`src/rtl/fetch_pkg.sv`:
```
// Shared types and constants for the instruction fetch unit.
package fetch_pkg;

  typedef enum logic [1:0] {
    IDLE  = 2'd0,
    FETCH = 2'd1,
    DRAIN = 2'd2
  } fetch_state_e;

  // Byte stride between consecutive instruction words.
  localparam int unsigned INSTR_BYTES = 4;

  // Default datapath widths of the core this unit plugs into.
  localparam int unsigned DEF_PC_WIDTH    = 32;
  localparam int unsigned DEF_INSTR_WIDTH = 32;

  // One prefetched instruction tagged with its fetch address.
  typedef struct packed {
    logic [DEF_PC_WIDTH-1:0]    pc;
    logic [DEF_INSTR_WIDTH-1:0] instr;
  } fetch_entry_t;

endpackage

```
`src/rtl/fetch_fifo.sv`:
```
// Small synchronous prefetch FIFO holding {pc, instr} entries.
// Flush wins over push; a pop in the flush cycle is simply absorbed by the flush.
// The head entry is presented combinationally so decode sees it with no extra latency.
module fetch_fifo
  import fetch_pkg::*;
#(
  parameter int unsigned DEPTH   = 4,
  parameter type         entry_t = fetch_entry_t,
  localparam int unsigned CW     = $clog2(DEPTH + 1),
  localparam int unsigned AW     = $clog2(DEPTH)
) (
  input  logic          clk,
  input  logic          rst,
  input  logic          push_i,
  input  logic          pop_i,
  input  logic          flush_i,
  input  entry_t        wdata_i,
  output entry_t        rdata_o,
  output logic [CW-1:0] count_o
);

  entry_t        mem_q [DEPTH];
  logic [AW-1:0] wr_ptr_q, wr_ptr_d;
  logic [AW-1:0] rd_ptr_q, rd_ptr_d;
  logic [CW-1:0] count_q, count_d;
  logic          do_push;
  logic          do_pop;

  assign do_push = push_i && !flush_i;
  assign do_pop  = pop_i && (count_q != '0);

  // Next pointer and occupancy values; flush returns everything to empty.
  always_comb begin
    wr_ptr_d = wr_ptr_q;
    rd_ptr_d = rd_ptr_q;
    count_d  = count_q;
    if (flush_i) begin
      wr_ptr_d = '0;
      rd_ptr_d = '0;
      count_d  = '0;
    end else begin
      if (do_push) wr_ptr_d = wr_ptr_q + AW'(1);
      if (do_pop)  rd_ptr_d = rd_ptr_q + AW'(1);
      count_d = count_q + CW'(do_push) - CW'(do_pop);
    end
  end

  // Pointer and occupancy registers.
  always_ff @(posedge clk or negedge rst) begin
    if (!rst) begin
      wr_ptr_q <= '0;
      rd_ptr_q <= '0;
      count_q  <= '0;
    end else begin
      wr_ptr_q <= wr_ptr_d;
      rd_ptr_q <= rd_ptr_d;
      count_q  <= count_d;
    end
  end

  // Entry storage; cleared on reset so the head reads as zero out of reset.
  always_ff @(posedge clk or negedge rst) begin
    if (!rst) begin
      for (int i = 0; i < DEPTH; i++) mem_q[i] <= '0;
    end else if (do_push) begin
      mem_q[wr_ptr_q] <= wdata_i;
    end
  end

  assign rdata_o = mem_q[rd_ptr_q];
  assign count_o = count_q;

endmodule

```
`src/rtl/instr_fetch.sv`:
```
// Instruction fetch unit: owns the PC, issues in-order reads to instruction
// memory, buffers responses in a prefetch FIFO and hands them to decode.
// Redirects flush the FIFO and retire in-flight wrong-path responses in DRAIN.
module instr_fetch
  import fetch_pkg::*;
#(
  parameter int unsigned          PC_WIDTH     = 32,
  parameter int unsigned          INSTR_WIDTH  = 32,
  parameter int unsigned          FIFO_DEPTH   = 4,
  parameter logic [PC_WIDTH-1:0]  RESET_VECTOR = '0
) (
  input  logic                   clk,
  input  logic                   rst,
  input  logic                   redirect_valid,
  input  logic [PC_WIDTH-1:0]    redirect_pc,
  output logic                   mem_req_valid,
  input  logic                   mem_req_ready,
  output logic [PC_WIDTH-1:0]    mem_req_addr,
  input  logic                   mem_rsp_valid,
  input  logic [INSTR_WIDTH-1:0] mem_rsp_data,
  output logic                   out_valid,
  input  logic                   out_ready,
  output logic [INSTR_WIDTH-1:0] out_instr,
  output logic [PC_WIDTH-1:0]    out_pc
);

  localparam int unsigned         CW      = $clog2(FIFO_DEPTH + 1);
  localparam logic [PC_WIDTH-1:0] PC_STEP = PC_WIDTH'(INSTR_BYTES);

  // Same layout as fetch_entry_t but sized by this instance's parameters.
  typedef struct packed {
    logic [PC_WIDTH-1:0]    pc;
    logic [INSTR_WIDTH-1:0] instr;
  } entry_t;

  fetch_state_e        state_q, state_d;
  logic [PC_WIDTH-1:0] pc_q, pc_d;
  logic [PC_WIDTH-1:0] rsp_pc_q, rsp_pc_d;
  logic [CW-1:0]       outstanding_q, outstanding_d;
  logic [CW-1:0]       stale_q, stale_d;
  logic [CW-1:0]       fifo_count;
  logic [CW:0]         credit_used;
  logic [PC_WIDTH-1:0] target_pc;
  logic                req_fire;
  logic                rsp_fire;
  logic                redirect_fire;
  logic                push;
  logic                pop;
  entry_t              fifo_wdata;
  entry_t              fifo_rdata;

  // Requests in flight plus entries already buffered may never exceed the FIFO size,
  // so every accepted request is guaranteed a slot when its response returns.
  assign credit_used   = {1'b0, outstanding_q} + {1'b0, fifo_count};
  assign target_pc     = {redirect_pc[PC_WIDTH-1:2], 2'b00};
  assign redirect_fire = redirect_valid && (state_q != IDLE);
  assign req_fire      = mem_req_valid && mem_req_ready;
  assign rsp_fire      = mem_rsp_valid && (outstanding_q != '0);
  assign pop           = out_valid && out_ready;
  // Stale responses and anything arriving alongside a redirect are wrong-path.
  assign push          = rsp_fire && (stale_q == '0) && !redirect_fire;

  // FSM state register.
  always_ff @(posedge clk or negedge rst) begin
    if (!rst) state_q <= IDLE;
    else      state_q <= state_d;
  end

  // FSM next state: stay in DRAIN while wrong-path responses are still owed.
  always_comb begin
    state_d = state_q;
    case (state_q)
      IDLE:         state_d = FETCH;
      FETCH, DRAIN: state_d = (stale_d != '0) ? DRAIN : FETCH;
      default:      state_d = IDLE;
    endcase
  end

  // FSM outputs, derived only from registered state.
  always_comb begin
    mem_req_valid = (state_q == FETCH) && (credit_used < (CW + 1)'(FIFO_DEPTH));
    mem_req_addr  = pc_q;
    out_valid     = (fifo_count != '0);
    out_instr     = fifo_rdata.instr;
    out_pc        = fifo_rdata.pc;
  end

  // Datapath next state: PC advance, response tagging and stale accounting.
  always_comb begin
    outstanding_d = outstanding_q + CW'(req_fire) - CW'(rsp_fire);
    pc_d          = pc_q;
    rsp_pc_d      = rsp_pc_q;
    stale_d       = stale_q;
    if (redirect_fire) begin
      // A request accepted this very cycle already went down the old path.
      pc_d     = target_pc;
      rsp_pc_d = target_pc;
      stale_d  = outstanding_d;
    end else begin
      if (req_fire) pc_d = pc_q + PC_STEP;
      if (push) rsp_pc_d = rsp_pc_q + PC_STEP;
      if (rsp_fire && (stale_q != '0)) stale_d = stale_q - CW'(1);
    end
  end

  // Datapath registers.
  always_ff @(posedge clk or negedge rst) begin
    if (!rst) begin
      pc_q          <= RESET_VECTOR;
      rsp_pc_q      <= RESET_VECTOR;
      outstanding_q <= '0;
      stale_q       <= '0;
    end else begin
      pc_q          <= pc_d;
      rsp_pc_q      <= rsp_pc_d;
      outstanding_q <= outstanding_d;
      stale_q       <= stale_d;
    end
  end

  assign fifo_wdata.pc    = rsp_pc_q;
  assign fifo_wdata.instr = mem_rsp_data;

  fetch_fifo #(
    .DEPTH   (FIFO_DEPTH),
    .entry_t (entry_t)
  ) u_fifo (
    .clk     (clk),
    .rst     (rst),
    .push_i  (push),
    .pop_i   (pop),
    .flush_i (redirect_fire),
    .wdata_i (fifo_wdata),
    .rdata_o (fifo_rdata),
    .count_o (fifo_count)
  );

endmodule

```
`config.mk`:
```
export PLATFORM = sky130hd
export DESIGN_NAME = instr_fetch
export DESIGN_NICKNAME = d
export VERILOG_FILES = /design/src/rtl/fetch_pkg.sv /design/src/rtl/fetch_fifo.sv /design/src/rtl/instr_fetch.sv
export SDC_FILE = /design/constraint.sdc
export NUM_CORES = 1
export LEC_CHECK = 0
export ABC_CLOCK_PERIOD_IN_PS = 3280
export CORE_MARGIN = 2
export CORE_UTILIZATION = 51
export DETAILED_ROUTE_END_ITERATION = 8
export PLACE_DENSITY = 0.83
export SYNTH_ARGS = -nofsm -noshare
export SYNTH_HDL_FRONTEND = slang
export SYNTH_SLANG_ARGS = --single-unit
export TNS_END_PERCENT = 5
```
`constraint.sdc`:
```
create_clock -name clk -period 3.28 [get_ports clk]
set_input_delay 0.492 -clock clk [delete_from_list [all_inputs] [get_ports clk]]
set_output_delay 0.492 -clock clk [all_outputs]
set_load 0.01 [all_outputs]
```
# == Word level (Yosys, flattened, before mapping) ==
# Cells that the tools add are included.
# totals
register_bits,335
# op_classes
reduce_logical,24
eq_ne,2
bitwise_logic,2
muxes,19
addsub,10
order_cmp,4
# ops
op,count
bitwise mux 256 bit,1
two-way mux 64 bit,3
binary-select mux 64 bit (select 2 bit),1
demux 64 bit (select 2 bit),1
two-way mux 32 bit,4
"adder 32 x 3 -> 32 bit, second input constant",2
nonzero test 3 bit,4
logical AND 1 bit,11
two-way mux 2 bit,5
nonzero test 2 bit,5
two-way mux 3 bit,3
adder 3 x 1 -> 3 bit,2
">= comparator 3 bit, second input constant",2
inverter 2 -> 3 bit,2
subtractor 3 x 1 -> 3 bit,2
"adder 2 x 1 -> 2 bit, second input constant",2
adder 3 x 3 -> 4 bit,1
"less-than comparator 4 x 3 -> 1 bit, second input constant",1
case mux 2 bit (2 select lines),1
zero test 3 bit,1
"less-than comparator 3 x 1 -> 1 bit, second input constant",1
"subtractor 3 x 1 -> 3 bit, second input constant",1
"equality test 2 x 1 -> 1 bit, second input constant",1
"equality test 2 bit, second input constant",1
other kinds (3),3

# == Logic depth before layout (Yosys ltp) ==
# Gate-level depths: netlist of the first run.
# logic_depth
ltp_word,10
mapped_depth,15
mapped_depth_nobuf,14

# == By module ==
# From an unflattened synthesis of the first run, not the netlist that was laid out.
# hier_totals
hier_cells,1074
hier_area_um2,15428.5
# by_module_without_submodules
module,seq_area_each_um2,cells_each,area_per_inst_um2,instances
fetch_fifo,6581.3,660,11632.4,1
instr_fetch,1701.6,414,3796.1,1

# == Worst setup path before layout of the first run ==
# Ideal clock, no wire load.
# synth_timing
path_type,reg2reg
start,register outstanding_q[2]
end,register state_q[0]
t_arrival_ns,3.060
path_slack_ns,0.155
synth_period_minus_slack_ns,3.125
t_required_ns,3.215
path_stages_with_launch,15
path_cell_list,dfrtp_1 -> ha_1 -> nor4b_2 -> and3_1 -> buf_4 -> inv_2 -> ha_1 -> inv_1 -> ha_1 -> fa_1 -> xnor3_1 -> nand2_1 -> o311ai_1 -> nor4_1 -> o21ba_1
# synth_via
elab_chain_len,10
word_cells_on_any_way,14
# synth_rtl
item,line_no,source
start: declaration,instr_fetch.sv:39,"logic [CW-1:0] outstanding_q, outstanding_d;"
start signal: assignment,instr_fetch.sv:116,outstanding_q <= outstanding_d;
adder 3 x 3 -> 4 bit,instr_fetch.sv:54,"assign credit_used = {1'b0, outstanding_q} + {1'b0, fifo_count};"
less-than comparator 4 x 3 -> 1 bit,instr_fetch.sv:81,mem_req_valid = (state_q == FETCH) && (credit_used < (CW + 1)'(FIFO_DEPTH));
logical AND 1 bit,instr_fetch.sv:81,
logical AND 1 bit,instr_fetch.sv:57,assign req_fire = mem_req_valid && mem_req_ready;
adder 3 x 1 -> 3 bit,instr_fetch.sv:90,outstanding_d = outstanding_q + CW'(req_fire) - CW'(rsp_fire);
subtractor 3 x 1 -> 3 bit (*),instr_fetch.sv:90,
named net outstanding_d[2],instr_fetch.sv:39,
two-way mux 3 bit (*),instr_fetch.sv:94,if (redirect_fire) begin
named net stale_d[2],instr_fetch.sv:40,"logic [CW-1:0] stale_q, stale_d;"
nonzero test 3 bit (*),instr_fetch.sv:74,"FETCH, DRAIN: state_d = (stale_d != '0) ? DRAIN : FETCH;"
two-way mux 2 bit (*),instr_fetch.sv:74,
case mux 2 bit (2 select lines) (*),instr_fetch.sv:72,case (state_q)
named net state_d[0],instr_fetch.sv:36,"fetch_state_e state_q, state_d;"
end signal: assignment,instr_fetch.sv:66,else state_q <= state_d;
end: declaration,instr_fetch.sv:36,
# Mark *: on every way through the listed nets, which the timed path passes. The rest lies on a longest branch.
# A chain may end at the register's enable or synchronous reset.

# == Worst setup path in the final report of the first run ==
# layout_timing
start,"register u_fifo.count_q[2], in the netlist u_fifo.count_o[2]"
end,register state_q[0]
# layout_via
elab_chain_len,10
# layout_rtl
item,line_no,source
start: declaration,fetch_fifo.sv:25,"logic [CW-1:0] count_q, count_d;"
start signal: assignment,fetch_fifo.sv:57,count_q <= count_d;
adder 3 x 3 -> 4 bit,instr_fetch.sv:54,
less-than comparator 4 x 3 -> 1 bit,instr_fetch.sv:81,
logical AND 1 bit,instr_fetch.sv:81,
logical AND 1 bit,instr_fetch.sv:57,
adder 3 x 1 -> 3 bit,instr_fetch.sv:90,
subtractor 3 x 1 -> 3 bit,instr_fetch.sv:90,
named net outstanding_d[2],instr_fetch.sv:39,
two-way mux 3 bit,instr_fetch.sv:94,
named net stale_d[2],instr_fetch.sv:40,
nonzero test 3 bit,instr_fetch.sv:74,
two-way mux 2 bit,instr_fetch.sv:74,
case mux 2 bit (2 select lines),instr_fetch.sv:72,
named net state_d[0],instr_fetch.sv:36,
# The timed path passes the listed nets, and every way through them passes these cells.

==> run_results.csv, run 1 <==
group,metric,value,unit
outcome,status,"finished, final reports clean",
route,drc_errors,0,
synth,synth-warning-count,0,
grt,grt_pass1_vias,9854,
cts,cts_root_buf,"clkbuf_16",
synth,synth_fa_ha_area_share,1.69,%
grt,grt_max_degree,90,
synth,synth_edf_count,0,
cts,cts_sinks,323,
sta,fmax,323,MHz
pwr,p_per_area,950,nW/um^2
cts,cts_tree,"yes",
synth,synth_simple_gate_area_share,7.16,%
place,dp_hpwl,21100,um
route,detail-route-antenna-nets,0,
sta,setup_viol,0,
grt,grt_antenna_before_repair,0,
critical_path,critPathLaunchType,"flip-flop",
synth,yosysMostFrequentCell,"dfrtp_1",
final_layout,fillers,2097,
synth,synthXorXnorAreaFrac,3.09,%
place,gp_congestion,0.883,
sta,relSlewSlack,54.8,%
critical_path,cp_data_arrival_time,3.55,ns
cts,htree_levels,2,
final_layout,syn_to_final_growth,22.5,%
synth,synth_top_family_by_area,"multiplexers",
cts,clkTransAtPathRegs,0.06,ns
synth,synth-compound-area-share,3.84,%
route,avgViaCountPerCell,5.66,
floorplanning,dieWidth,175,um
place,place_area,17000,um^2
synth,synth_top_cell_by_area,"dfrtp_1",
run,drv_cap,0,
synth,synth_mux_area_share,26.9,%
floorplanning,row_count,62,
synth,netlist_area,14900,um^2
critical_path,worst-setup-path-type,"flip-flop to flip-flop",
sta,tightest_slew,0.678,ns
floorplanning,core_area,28800,um^2
critical_path,cpMostUsedCell,"ha_1",
floorplanning,dieArea,30600,um^2
critical_path,path_cells,"ha_1 > nor4b_4 > and3_4 > inv_2 > ha_1 > inv_1 > ha_1 > fa_1 > xnor3_1 > nand2_1 > o311ai_1 > nor4_1 > o21ba_1",
critical_path,worstPathMaxFanout,4,
sta,report.final.slew_viol_count,0,
grt,grt_first_pass_wirelength,52000,um
sta,final.setup_skew,0.0156,ns
critical_path,crit_family,"adder cells",
place,portBuffers,161,
sta,finalWorstSetupSlack,0.186,ns
sta,hold_viol,0,
critical_path,worst-path-buf-inv,2,
floorplanning,io_pins,168,
synth,synth_cells,1082,
synth,ys_ff_latch,323,
route,vias,9343,
final_layout,nets,1331,
synth,synth_seq_area_share,54.2,%
grt,track_usage,21.2,%
sta,holdWs,0.478,ns
final_layout,final_area,18300,um^2
synth,synth_common_cells,"dfrtp_1 (323), mux2_1 (152), mux2_2 (80)",
synth,synthTopCellsByArea,"dfrtp_1 (54%), mux2_1 (11%), mux4_2 (9.4%)",
sta,period_needed,3.09,ns
critical_path,slowest_stage,"dfrtp_1",
sta,fin_crit_sh,94.3,%
pwr,p_leak,0.00820,uW
final_layout,n_antenna_cell,0,
place,place_ws,0.137,ns
route,drtPass1Iterations,5,
critical_path,endpoint_kind,"flip-flop",
critical_path,required,3.74,ns
cts,clk_latency,0.52,ns
cts,numCtsBuffers,36,
synth,ys_async_sr_fraction,100,%
synth,synth.top_cell.area_share,54.2,%
synth,ys.flop_type,"dfrtp_1",
synth,synth_cell_types,51,
final_layout,finalNonFillerCells,1652,
place,dpl.cell_count,1587,
floorplanning,start_util,51.8,%
route,avgRoutedWirePerCell,19.2,um
synth,synth.avg_cell_area,13.8,um^2
pwr,ir_worst_vdd,0.518,mV
route,drt-initial-drc-count,626,
critical_path,max_stage_delay,0.41,ns
cts,cts_buffer_depth,3,
grt,gr-total-overflow,0,
final_layout,drive_gt1_share,20.2,%
min_path,min_path_type,"flip-flop to flip-flop",
floorplanning,die_y,175,um
route,totalWireLength,31700,um
==> per-stage QoR <==
step           TNS (ns)  power, uW  util, %
2_1_floorplan         0      10400        -
3_3_place_gp          0      13100     59.2
3_5_place_dp          0      13400     59.2
4_1_cts               0      17500     63.4
5_1_grt        -0.00728      18400     63.5
6_report              0      17300     63.5
==> tightest hold or removal path, stage by stage, from the launching register on <==
cell     delay (ns)
dfrtp_1        0.34
nand2_1        0.05
o21ai_0        0.06
==> kinds of logic (layout without fill, tap and decap cells) <==
logic type / Yosys count / after routing
flops: 323 / 323
mux: 294 / 294
simple gates: 196 / 196
compound gates: 99 / 99
buf+inv: 99 / 282
xor+xnor: 51 / 51
fa+ha+maj: 19 / 19
other cells: 1 / 4
==> layout make-up <==
class	count	area [um^2]	share of cell area, %
timing repair buffer	190	1960	10.7
tap	384	480	2.63
clock inverter	14	160	0.877
multi-input combinational	663	6420	35.2
sequential	323	8090	44.3
inverter	28	105	0.576
clock buffer	50	1040	5.71
==> layer usage <==
metal	track usage (%)	wire, um
met1	30.1	14500
met2	33.6	14600
met3	4.70	1900
met4	5.45	618
met5	0	0
==> worst paths after layout <==
check	from	end	slack (ns)	cells after the start
setup / recovery	u_fifo.count_o[2]	state_q[0]	0.19	13
hold / removal	u_fifo.mem_q[168]	u_fifo.mem_q[168]	0.48	2
setup reg to reg	u_fifo.count_o[2]	state_q[0]	0.19	13
hold reg to reg	u_fifo.mem_q[168]	u_fifo.mem_q[168]	0.48	2
max in group asynchronous	rst	u_fifo.mem_q[254]	1.82	3
min in group asynchronous	rst	u_fifo.mem_q[214]	0.56	2
==> sequential cells by signal, summed over array words and instances, names as in the netlist, 3 cells and up <==
register,cells
mem_req_addr,30
outstanding_q,3
rsp_pc_q,30
stale_q,3
u_fifo.count_o,3
u_fifo.mem_q,248
==> timing repair <==
| action | 4_1_cts | 5_1_grt |
|---|---|---|
| resized for setup | 0 | 2 |
| hold buffers | 1 | 0 |
| endpoints found under the setup margin | 0 | 2 |
| setup buffers | 0 | 0 |
| hold endpoints to repair | 14 | 0 |
==> report_power, final <==
group	total, uW	switching (uW)	internal (uW)
Clock	3990	1600	2400
Combinational	6670	2890	3780
Sequential	6670	1210	5460
Total	17300	5700	11600
==> layout by cell type, fill, tap and decap left out, types with 7 or more instances in the layout <==
cell type	netlist	layout
nor3_1	13	13
inv_1	27	27
nand4_1	15	15
a31oi_1	15	15
ha_1	17	17
clkbuf_16	0	36
dfrtp_1	323	321
a21oi_1	47	47
nor2_1	43	43
buf_12	0	10
clkdlybuf4s50_1	0	160
mux4_2	62	62
clkbuf_8	0	9
clkinv_2	0	7
nand2_1	48	44
xor2_1	23	23
mux2_1	152	152
or3_1	12	12
buf_4	11	18
nand3_1	20	20
mux2_2	80	80
o21ai_0	25	25
xnor2_1	27	27
No activity file was read; power rests on OpenSTA's default activity.
==> run 2, diff against run 1 <==
--- a/config.mk
+++ b/config.mk
@@ -6,6 +6,7 @@
 export NUM_CORES = 1
 export LEC_CHECK = 0
 export ABC_CLOCK_PERIOD_IN_PS = 3280
+export CORE_ASPECT_RATIO = 1.2
 export CORE_MARGIN = 2
 export CORE_UTILIZATION = 51
 export DETAILED_ROUTE_END_ITERATION = 8
==> run_results.csv, run 2 (same netlist as run 1, synthesis figures left out) <==
group,metric,value,unit
grt,grt_antenna_before_repair,0,
sta,tightest_slew,0.768,ns
sta,fmax,318,MHz
cts,numCtsBuffers,35,
place,dp_hpwl,20800,um
critical_path,required,3.73,ns
route,avgViaCountPerCell,5.71,
route,vias,9394,
final_layout,final_area,18200,um^2
final_layout,syn_to_final_growth,21.7,%
final_layout,drive_gt1_share,19.6,%
critical_path,reg2regPathDepth,13,
final_layout,finalNonFillerCells,1646,
sta,hold_viol,0,
route,avgRoutedWirePerCell,19.5,um
route,dr_wl_met2,16000,um
floorplanning,dieWidth,160,um
sta,final.setup_skew,0.0251,ns
route,totalWireLength,32100,um
cts,cts_sinks,323,
critical_path,rr_endpoint,"state_q[0]",
floorplanning,row_count,68,
outcome,status,"finished, final reports clean",
critical_path,worst-setup-path-type,"flip-flop to flip-flop",
route,wl_met1,14000,um
cts,cts_root_buf,"clkbuf_16",
cts,cts_tree,"yes",
grt,track_usage,21.7,%
cts,hold_buffers,0,
cts,clk_latency,0.51,ns
floorplanning,dieArea,30600,um^2
critical_path,ff2ff_setup_slack,0.14,ns
grt,grt_first_pass_wirelength,53400,um
route,drtPass1Iterations,4,
place,place_area,17000,um^2
pwr,ir_worst_vdd,0.570,mV
pwr,p_leak,0.00813,uW
grt,gr-total-overflow,0,
route,drt-initial-drc-count,530,
cts,clkTransAtPathRegs,0.06,ns
place,gp_congestion,0.842,
place,dpl.cell_count,1584,
route,detail-route-antenna-nets,0,
sta,fin_crit_sh,95.8,%
final_layout,final_cell_mix,"dfrtp_1 (321), clkdlybuf4s50_1 (160), mux2_1 (152)",
critical_path,r2r_start,"u_fifo.count_o[2]",
cts,cts_buffer_depth,3,
sta,report.final.slew_viol_count,0,
grt,grt_max_degree,99,
final_layout,top_register,"u_fifo.mem_q",
sta,relSlewSlack,48.8,%
floorplanning,start_util,51.9,%
critical_path,critPathLaunchType,"flip-flop",
critical_path,worstPathMaxFanout,4,
place,place_ws,0.0454,ns
run,drv_cap,0,
floorplanning,core_area,28800,um^2
floorplanning,io_pins,168,
critical_path,cp_data_arrival_time,3.59,ns
final_layout,fillers,2147,
final_layout,n_antenna_cell,0,
floorplanning,die_y,191,um
sta,setup_viol,0,
sta,finalWorstSetupSlack,0.136,ns
final_layout,nets,1327,
final_layout,largest_reg_flops,248,
sta,setup_tns,0,ns
cts,htree_levels,2,
place,portBuffers,161,
final_layout,final_util,63.1,%
min_path,min_path_type,"input port to async pin",
route,top_layer,"met4",
grt,grt_pass1_vias,10300,
sta,rsz0062_at_grt,"no",
critical_path,endpoint_kind,"flip-flop",
route,met3WireLength,1440,um
route,drc_errors,0,
final_layout,final_common_cell,"dfrtp_1",
critical_path,startpoint,"u_fifo.count_o[2]",
pwr,p_per_area,947,nW/um^2
sta,period_needed,3.14,ns
run 2: cell count changes in the layout (fill, tap and decap cells not counted), sizes merged:
cell,delta
clkbuf,+4
inv,+1
bufinv,-2
clkinv,-7
dlygate4sd3,-1
buf,-2
run 2: layout make-up:
cell class                      count  area (um^2)  area share, %
Sequential cell                   323         8090           44.5
Multi-Input combinational cell    663         6440           35.5
Timing Repair Buffer              187         1940           10.7
Clock buffer                       54         1050           5.78
Tap cell                          385          482           2.65
Inverter                           28          105          0.579
Clock inverter                      6         51.3          0.283
run 2: critical path, cell delays in order, from the launching register on:
cell and delay (ns):
dfrtp_1 0.44, ha_4 0.19, nor4b_4 0.29, and3_4 0.24, inv_2 0.06, ha_1 0.27
inv_1 0.05, ha_1 0.21, fa_1 0.39, xnor3_1 0.21, nand2_1 0.10, o311ai_2 0.13
nor4_1 0.35, o21ba_1 0.17
run 2: worst max path at each step:
stage | end | slack, ns | cells after the start
6_report | state_q[0] | 0.14 | 13
5_1_grt | state_q[0] | 0.05 | 13
4_1_cts | state_q[0] | 0.02 | 13
3_5_place_dp | state_q[0] | 0.05 | 13
3_3_place_gp | state_q[0] | 0.19 | 13
2_1_floorplan | state_q[0] | 0.15 | 14
run 2: metrics by stage:
| stage | hold slack [ns] | total power (uW) |
|---|---|---|
| final | 0.0177 | 17200 |
| after global routing | 0.0794 | 18200 |
| after CTS | 0.0477 | 17300 |
| after detailed placement | 0.469 | 13400 |
| after global placement | 0.456 | 13100 |
| after floorplan | 0.196 | 10400 |
run 2: what timing repair did:
action                     4_1_cts  5_1_grt
setup endpoints to repair        0        2
resized for setup                0        4
buffers inserted                 0        2
run 2: metal layers:
| layer | vias up | GRT usage [%] |
|---|---|---|
| met1 | 4874 | 28.7 |
| met2 | 244 | 37.0 |
| li1 | 4222 | - |
| met4 | 0 | 6.34 |
| met3 | 54 | 3.78 |
| met5 | - | 0 |
run 2: power breakdown:
| group | leakage, uW | internal (uW) | switching, uW | total, uW |
|---|---|---|---|---|
| sequential | 0.00413 | 5460 | 1210 | 6680 |
| combinational | 0.00346 | 3820 | 2920 | 6740 |
| clock | 0.000536 | 2210 | 1560 | 3770 |
| total | 0.00813 | 11500 | 5690 | 17200 |
==> run 3, diff against run 2 <==
--- a/config.mk
+++ b/config.mk
@@ -11,6 +11,7 @@
 export CORE_UTILIZATION = 51
 export DETAILED_ROUTE_END_ITERATION = 8
 export PLACE_DENSITY = 0.83
+export SKIP_CTS_REPAIR_TIMING = 1
 export SYNTH_ARGS = -nofsm -noshare
 export SYNTH_HDL_FRONTEND = slang
 export SYNTH_SLANG_ARGS = --single-unit
==> results of run 3 <==
Final layout, timing and power as in run 2 (identical DEF).
